**src/rtl/div_pkg.sv**
```systemverilog
// Shared types and constants for the divider phase-strobe decoder.
package div_pkg;

  typedef enum logic [1:0] {
    SEARCH  = 2'd0,
    ACQUIRE = 2'd1,
    LOCKED  = 2'd2
  } state_t;

  localparam int CNT_W_DEF = 3;
  localparam int PERIOD    = 1 << CNT_W_DEF;
  localparam int ERR_CNT_W = 8;

endpackage

```
**src/rtl/div_phase_counter.sv**
```systemverilog
// Free-running slot counter: counts 0..2**CNT_W-1 and wraps, async active-high reset.
module div_phase_counter #(
  parameter int CNT_W = 3
) (
  input  logic             clk,
  input  logic             rst,
  output logic [CNT_W-1:0] lcnt
);

  always_ff @(posedge clk or posedge rst) begin
    if (rst) lcnt <= '0;
    else     lcnt <= lcnt + 1'b1;
  end

endmodule

```
**src/rtl/div_phase_decoder.sv**
```systemverilog
// Phase-strobe receiver: recovers the strobe slot, tracks lock, flags missing/extra strobes.
// Optional saturating error counter is built when PHASE_STATS_EN is defined.
//
// state   | meaning
// SEARCH  | no candidate slot; next strobe becomes the candidate
// ACQUIRE | candidate held; counting consecutive strobes in that slot
// LOCKED  | phase_out valid; watching for missed and off-slot strobes
import div_pkg::*;

module div_phase_decoder #(
  parameter int CNT_W    = CNT_W_DEF,
  parameter int LOCK_CNT = 4,
  parameter int MISS_MAX = 2
) (
  input  logic                 clk,
  input  logic                 rst,
  input  logic                 pulse_in,
  output logic [CNT_W-1:0]     phase_out,
  output logic                 locked,
  output logic                 err_miss,
  output logic                 err_extra
`ifdef PHASE_STATS_EN
  ,
  output logic [ERR_CNT_W-1:0] err_count
`endif
);

  localparam int HIT_W  = $clog2(LOCK_CNT + 1);
  localparam int MISS_W = $clog2(MISS_MAX + 1);

  localparam logic [HIT_W-1:0]  HIT_ONE  = HIT_W'(1);
  localparam logic [HIT_W-1:0]  HIT_LOCK = HIT_W'(LOCK_CNT);
  localparam logic [MISS_W-1:0] MISS_ONE = MISS_W'(1);
  localparam logic [MISS_W-1:0] MISS_LIM = MISS_W'(MISS_MAX);

  logic [CNT_W-1:0]  lcnt;
  logic [CNT_W-1:0]  cand;
  logic [HIT_W-1:0]  hit_cnt;
  logic [MISS_W-1:0] miss_cnt;
  state_t            state;
  logic              miss_evt;
  logic              extra_evt;

  div_phase_counter #(.CNT_W(CNT_W)) u_cnt (
    .clk  (clk),
    .rst  (rst),
    .lcnt (lcnt)
  );

  // Error events are decoded combinationally so the stats counter lands on the same edge.
  assign miss_evt  = (state == LOCKED) && (lcnt == phase_out) && !pulse_in;
  assign extra_evt = (state == LOCKED) && (lcnt != phase_out) &&  pulse_in;

  always_ff @(posedge clk or posedge rst) begin
    if (rst) begin
      state     <= SEARCH;
      cand      <= '0;
      hit_cnt   <= '0;
      miss_cnt  <= '0;
      phase_out <= '0;
      locked    <= 1'b0;
      err_miss  <= 1'b0;
      err_extra <= 1'b0;
    end else begin
      err_miss  <= miss_evt;
      err_extra <= extra_evt;
      case (state)
        SEARCH: begin
          if (pulse_in) begin
            cand <= lcnt;
            if (LOCK_CNT == 1) begin
              state     <= LOCKED;
              locked    <= 1'b1;
              phase_out <= lcnt;
              hit_cnt   <= '0;
              miss_cnt  <= '0;
            end else begin
              state   <= ACQUIRE;
              hit_cnt <= HIT_ONE;
            end
          end
        end
        ACQUIRE: begin
          if (lcnt == cand) begin
            if (pulse_in) begin
              if (hit_cnt + HIT_ONE == HIT_LOCK) begin
                state     <= LOCKED;
                locked    <= 1'b1;
                phase_out <= cand;
                hit_cnt   <= '0;
                miss_cnt  <= '0;
              end else begin
                hit_cnt <= hit_cnt + HIT_ONE;
              end
            end else begin
              state   <= SEARCH;
              hit_cnt <= '0;
            end
          end else if (pulse_in) begin
            cand    <= lcnt;
            hit_cnt <= HIT_ONE;
          end
        end
        LOCKED: begin
          if (lcnt == phase_out) begin
            if (pulse_in) begin
              miss_cnt <= '0;
            end else if (miss_cnt + MISS_ONE == MISS_LIM) begin
              state    <= SEARCH;
              locked   <= 1'b0;
              miss_cnt <= '0;
              hit_cnt  <= '0;
            end else begin
              miss_cnt <= miss_cnt + MISS_ONE;
            end
          end
        end
        default: begin
          state  <= SEARCH;
          locked <= 1'b0;
        end
      endcase
    end
  end

`ifdef PHASE_STATS_EN
  always_ff @(posedge clk or posedge rst) begin
    if (rst)
      err_count <= '0;
    else if ((miss_evt || extra_evt) && (err_count != {ERR_CNT_W{1'b1}}))
      err_count <= err_count + 1'b1;
  end
`endif

endmodule

```
**config.mk**
```make
export PLATFORM = sky130hd
export DESIGN_NAME = div_phase_decoder
export DESIGN_NICKNAME = d
export VERILOG_FILES = /design/src/rtl/div_pkg.sv /design/src/rtl/div_phase_counter.sv /design/src/rtl/div_phase_decoder.sv
export SDC_FILE = /design/constraint.sdc
export NUM_CORES = 1
export LEC_CHECK = 0
export ABC_CLOCK_PERIOD_IN_PS = 4600
export CAP_MARGIN = 20
export CORE_UTILIZATION = 34
export CTS_CLUSTER_SIZE = 10
export DETAILED_ROUTE_END_ITERATION = 6
export MAX_ROUTING_LAYER = met4
export SETUP_SLACK_MARGIN = 0.1
export SLEW_MARGIN = 10
export SYNTH_ARGS = -nofsm -noshare
export SYNTH_HDL_FRONTEND = slang
export SYNTH_SLANG_ARGS = --single-unit
```
**constraint.sdc**
```tcl
create_clock -name clk -period 4.6 [get_ports clk]
set_input_delay 0.92 -clock clk [delete_from_list [all_inputs] [get_ports clk]]
set_output_delay 0.92 -clock clk [all_outputs]
set_load 0.005 [all_outputs]
```
==> results of run 1 <==
[area by class of cell]
cell class / instances / area (µm²)
repair buffers: 8 / 80.1
clock inverters: 1 / 5.00
well taps: 44 / 55.1
fillers: 316 / 1800
clock buffers: 3 / 22.5
inverters: 6 / 22.5
flip-flops and latches: 19 / 475
multi-input cells: 73 / 589
[Yosys cell counts, drive strengths merged]
| cell type | number |
|---|---|
| o2111ai | 1 |
| o21ai | 4 |
| nor2b | 2 |
| a31oi | 4 |
| inv | 6 |
| clkbuf | 2 |
| o41ai | 3 |
| or4b | 1 |
| nor3 | 1 |
| o2bb2ai | 1 |
| nand2b | 1 |
| ha | 8 |
| nand3 | 2 |
| or2 | 1 |
| a31o | 1 |
| dfrtp | 19 |
| or3b | 1 |
| o31ai | 1 |
| or3 | 3 |
| a32o | 1 |
| xor2 | 8 |
| a21oi | 5 |
| a21boi | 1 |
| mux2 | 7 |
| nor2 | 4 |
| o221a | 1 |
| and3 | 2 |
| nand2 | 7 |
| nor4 | 2 |
[state kept, by name, summed over array words and instances (netlist names)]
| register | flops |
|---|---|
| cand | 3 |
| hit_cnt | 3 |
| phase_out | 3 |
| u_cnt.lcnt | 3 |
| miss_cnt | 2 |
| state | 2 |
| err_extra | 1 |
| err_miss | 1 |
| locked | 1 |
[layer usage]
layer | part of all wire (%) | vias up | wire length, µm | GRT usage [%]
li1 | - | 385 | - | -
met1 | 50 | 384 | 1040 | 19.2
met2 | 45 | 13 | 922 | 21.3
met3 | 4.1 | 2 | 84 | 4.84
met4 | 0.73 | 0 | 15 | 2.04
met5 | 0 | - | 0 | -
[cells by family after synthesis]
kind of cell,count (synthesis)
multiplexers,7
flip-flops,19
XOR/XNOR,8
adder cells (fa/ha/maj),8
buffers and inverters,8
AO/OA/AOI/OAI,23
AND/OR/NAND/NOR,27
[stage by stage]
stage	worst slack (ns)	hold slack (ns)	util, %	power (µW)	cells
5_1_grt	1.73	0.565	40.9	490	154
6_report	1.90	0.547	40.9	451	154
3_5_place_dp	1.57	0.536	40.0	372	150
3_3_place_gp	1.62	0.520	40.0	369	150
4_1_cts	1.89	0.556	40.9	458	154
2_1_floorplan	2.35	0.478	-	336	100
[path summary, 6_finish.rpt]
| kind | slack, ns | cells past startpoint | endpoint | start |
|---|---|---|---|---|
| max reg2reg | 2.43 | 4 | phase_out[2] | u_cnt.lcnt[2] |
| max in group asynchronous | 3.14 | 2 | state[0] | rst |
| max | 1.90 | 5 | hit_cnt[2] | pulse_in |
| min in group asynchronous | 1.02 | 2 | hit_cnt[1] | rst |
| min | 0.55 | 1 | u_cnt.lcnt[2] | u_cnt.lcnt[2] |
| min reg2reg | 0.55 | 1 | u_cnt.lcnt[2] | u_cnt.lcnt[2] |
[critical path: stages]
cell and delay (ns):
clkdlybuf4s50_1 0.60, or4b_4 0.62, o41ai_4 0.34, nand2_1 0.12, o41ai_2 0.31
[power breakdown]
| part | switching [µW] | leakage [µW] | internal, µW |
|---|---|---|---|
| sequential | 21.6 | 0.000250 | 190 |
| clock | 52.4 | 0.0000177 | 32.4 |
| combinational | 90.1 | 0.000302 | 64.9 |
| total | 164 | 0.000570 | 287 |
==> impl_results.md, run 1 <==
- Status: finished clean
- Setup TNS: 0 ns
- Total of max-cap violations: 0
- Final Cycle Share: 58.7%
- Maximum clock insertion buffer count: 2
- Initial antenna violation count: 0
- Synth warn: 0
- Sequential area share after synthesis: 43.4%
- GRT Total Usage: 14.3%
- Post-layout min period: 2.70 ns
- Setup-failing EPs final: 0
- Final count of hold timing violations: 0
- Worst EP arrival: 2.91 ns
- Clk slew on worst S/H paths: 0.11 ns
- Via Count: 784
- Post-DP HPWL: 1520 µm
- Pwr Density: 361 nW/µm²
- Yosys top cell area share: 43.4%
- Max frequency: 370 MHz
- Cell Rows: 20
- CP Data Required Time: 4.81 ns
- Dpl cell area: 1220 µm²
- NumNets Final: 122
- Post-synthesis adder-cell area fraction: 9.14%
- WL final: 2060 µm
- Clock sinks: 19
- Final Instance Area: 1250 µm²
- Largest family of logic cells by synthesized area: compound AO/OA/AOI/OAI gates
- Largest net degree at the start of global routing: 20
- Most common cell after layout, fill and taps aside: dfrtp_1
- Setup crit end kind: register
- CP Class: in2reg
- First-pass GRT wire length: 3610 µm
- IO Pins: 9
- Fraction of the mapped netlist area in simple logic gates: 13.5%
- Routed vias/inst: 5.09
- RSZ-0062 raised after global routing: false
- Synth area leaders: dfrtp_1 (43%), ha_1 (9.1%), mux2_2 (7.2%)
- Mean post-synth cell area: 10.9 µm²
- CTS tree: yes
- GRT overflow: 0
- Clk Latency, worst-skew pair: 0.30 ns
- Share of post-route cells with drive strength above 1: 16.4%
- Static Leak: 0.000570 µW
- RePlAce Congestion: 0.845
- Clock skew: 0.00147 ns
- Die ar.: 3450 µm²
- Initial Util: 35.9%
- Slew @ Worst Pin: 0.811 ns
- Root buffer cell: clkbuf_4
- Crit start category: primary input
- WL/cell: 13.4 µm
- Core Region: 3050 µm²
- Mapped cell area: 1090 µm²
- XOR/XNOR share of the synthesized area: 6.40%
- I/O Buffers: 8
- Worst IR Drop VDD: 0.000237 V
- Cts-stage hold buffer count: 0
- H-Tree Depth: 1
- CTS buffer count: 3
- Cell taking the most area after synthesis: dfrtp_1
- Ant. Diodes: 0
- Die Ht: 58.7 µm
- # DRC: 0
- Most frequent cells in the layout: dfrtp_1 (19), xor2_1 (8), ha_1 (8), clkdlybuf4s50_1 (8)
- Mux contribution to synthesized area: 7.20%
- #FFs+latches synth: 19
- Count of cell types in the netlist: 30
- Pre-antenna DRT Iters: 4
- Compound-Gate Fraction of Synth Area: 17.6%
- Normalized max-slew margin: 45.5%
- Post-CTS Setup Repair Bufs: 0
- Vias in the first global route: 790
- Initial DRC Count: 21
- Routed Antenna Nets: 0
- Die X-Extent: 58.7 µm
- Post-cts resize count: 0
- Worst Hold Class: reg2reg
- Area grow syn2layout: 14.2%
- CP max FO: 13
- Synth Net Count: 111
- Pins Over Slew Limit: 0
- Mapped Cells: 100
Power figures use the tool's default switching activity.
==> run 2: changes to the inputs <==
--- a/config.mk
+++ b/config.mk
@@ -5,7 +5,7 @@
 export SDC_FILE = /design/constraint.sdc
 export NUM_CORES = 1
 export LEC_CHECK = 0
-export ABC_CLOCK_PERIOD_IN_PS = 4600
+export ABC_CLOCK_PERIOD_IN_PS = 2300
 export CAP_MARGIN = 20
 export CORE_UTILIZATION = 34
 export CTS_CLUSTER_SIZE = 10
==> constraint.sdc (replaced) <==
create_clock -name clk -period 2.3 [get_ports clk]
set_input_delay 0.46 -clock clk [delete_from_list [all_inputs] [get_ports clk]]
set_output_delay 0.46 -clock clk [all_outputs]
set_load 0.005 [all_outputs]
==> run 2 against run 1 <==
Compared with the run above:
- count of clock-buffer cells in the layout unchanged
- largest power group unchanged
- global-route usage increased by 0.39 points
- sequential cell count unchanged
- clock power rose by 100%
- critical path type unchanged
- critical path depth stayed put
- register-to-register slack got worse by 2.1 ns
- combinational power is 110% higher
==> impl_results.md, run 2 (synthesis results as in run 1) <==
- Root buffer cell: clkbuf_4
- Post-layout min period: 2.03 ns
- CTS tree: yes
- Reg2reg path depth: 6 (+2)
- Final count of hold timing violations: 0 (unchanged)
- Total of max-cap violations: 0 (unchanged)
- GRT overflow: 0 (unchanged)
- Post-CTS Setup Repair Bufs: 0 (unchanged)
- RSZ-0062 raised after global routing: false
- Initial Util: 35.9% (unchanged)
- Setup-failing EPs final: 0 (unchanged)
- H-Tree Depth: 1 (unchanged)
- Share of post-route cells with drive strength above 1: 19.3% (+2.9 points)
- Pwr Density: 716 nW/µm² (+98%)
- Routed vias/inst: 5.16 (+1.4%)
- Hold slack: 0.543 ns (-0.00403 ns)
- Ant. Diodes: 0 (unchanged)
- Die Ht: 58.7 µm (unchanged)
- CP max FO: 4 (-9)
- Dpl cell area: 1250 µm² (+2.5%)
- Setup crit end kind: register
- RePlAce Congestion: 0.784 (-7.2%)
- NumNets Final: 126 (+3.3%)
- Core Region: 3050 µm² (unchanged)
- Largest net degree at the start of global routing: 20 (unchanged)
- Multi-input logic area: 589 µm² (unchanged)
- Fin util: 41.9% (+0.98 points)
- Clock skew: 0.0122 ns (+0.0108 ns)
- Slew @ Worst Pin: 0.730 ns (-0.0808 ns)
- Worst IR Drop VDD: 0.000489 V (+110%)
- Pre-antenna DRT Iters: 4 (unchanged)
- Maximum clock insertion buffer count: 2 (unchanged)
- WL final: 2150 µm (+4.1%)
- Vias in the first global route: 764 (-3.3%)
- Cts-stage hold buffer count: 0 (unchanged)
- # fillers: 323 (+2.2%)
- Final Non-Filler Cells: 158 (+2.6%)
- Pins Over Slew Limit: 0 (unchanged)
- Post-cts resize count: 0 (unchanged)
- Flop2flop setup slack: 0.30 ns (-2.13 ns)
- Cell Rows: 20 (unchanged)
- WL/cell: 13.6 µm (+1.5%)
- Initial DRC Count: 26 (+24%)
- Clock sinks: 19 (unchanged)
- Initial antenna violation count: 0 (unchanged)
- Power Total: 916 µW (+100%)
- Normalized max-slew margin: 51.3% (+5.8 points)
- Routed Antenna Nets: 0 (unchanged)
- Max frequency: 492 MHz
- Critical R2R Launch: state[0]
- Die ar.: 3450 µm² (unchanged)
- Status: finished clean
- Die X-Extent: 58.7 µm (unchanged)
- Worst Hold Class: reg2reg
- Final Instance Area: 1280 µm² (+2.4%)
- CP Class: in2reg
- Reg2reg end: hit_cnt[1]
- Static Leak: 0.000588 µW (+3.2%)
- Dpl cells: 154 (+2.7%)
- CTS buffer count: 3 (unchanged)
- I/O Buffers: 8 (unchanged)
- Via Count: 816 (+4.1%)
- Clk Latency, worst-skew pair: 0.31 ns (about the same)
- GRT Total Usage: 14.7% (+0.39 points)
- Post-DP HPWL: 1610 µm (+5.6%)
- Crit start category: primary input
- Area grow syn2layout: 16.9%
- Worst EP arrival: 2.24 ns (-0.67 ns)
- Most common cell after layout, fill and taps aside: dfrtp_1
- CP Data Required Time: 2.51 ns (-2.30 ns)
- Most frequent cells in the layout: dfrtp_1 (19), xor2_1 (8), ha_1 (8), clkdlybuf4s50_1 (8)
- Final Cycle Share: 88.4%
- Clk slew on worst S/H paths: 0.12 ns (about the same)
- Crit. Startpoint: pulse_in
- # DRC: 0 (unchanged)
- Crit path to: state[0]
- IO Pins: 9 (unchanged)
- First-pass GRT wire length: 3700 µm (+2.5%)
- Storage cell area: 475 µm² (unchanged)
## run 2: metrics by stage
step           setup slack [ns]   TNS, ns
2_1_floorplan             0.423         0
5_1_grt                   0.170         0
3_5_place_dp            -0.0478   -0.0882
6_report                  0.267         0
4_1_cts                   0.284         0
3_3_place_gp           -0.00580  -0.00580
## run 2: where the power goes
group | internal, µW | switching (µW) | total [µW]
clock network | 64.9 | 107 | 171
logic | 138 | 185 | 323
registers | 380 | 42.5 | 422
total | 582 | 334 | 916
## run 2: worst min path at each step
stage,start,endpoint,slack [ns],depth (start not counted)
5_1_grt,miss_cnt[0],miss_cnt[0],0.58,1
3_3_place_gp,miss_cnt[0],miss_cnt[0],0.52,1
6_report,u_cnt.lcnt[0],u_cnt.lcnt[0],0.54,1
3_5_place_dp,miss_cnt[0],miss_cnt[0],0.52,1
4_1_cts,miss_cnt[0],miss_cnt[0],0.54,1
2_1_floorplan,rst,cand[0],0.41,1
## run 2: routing by layer
| metal | routed length (µm) | share of wire, % | GRT usage [%] | vias to the layer above |
|---|---|---|---|---|
| li1 | - | - | - | 393 |
| met1 | 1030 | 48 | 19.4 | 406 |
| met2 | 1020 | 47 | 22.6 | 13 |
| met3 | 75 | 3.5 | 3.96 | 4 |
| met4 | 22 | 1.0 | 3.06 | 0 |
| met5 | 0 | 0 | - | - |
## run 2: cell type report
| class | count | area share, % |
|---|---|---|
| clock inverter | 1 | 0.391 |
| multi-input combinational | 73 | 46.0 |
| inverter | 6 | 1.76 |
| clock buffer | 3 | 1.76 |
| tap | 44 | 4.30 |
| sequential | 19 | 37.1 |
| timing repair buffer | 12 | 8.60 |
## run 2: critical path: stages
cell,delay [ns]
clkdlybuf4s50_1,0.45
or3b_1,0.41
o41ai_2,0.39
o2111ai_1,0.21
mux2_2,0.31
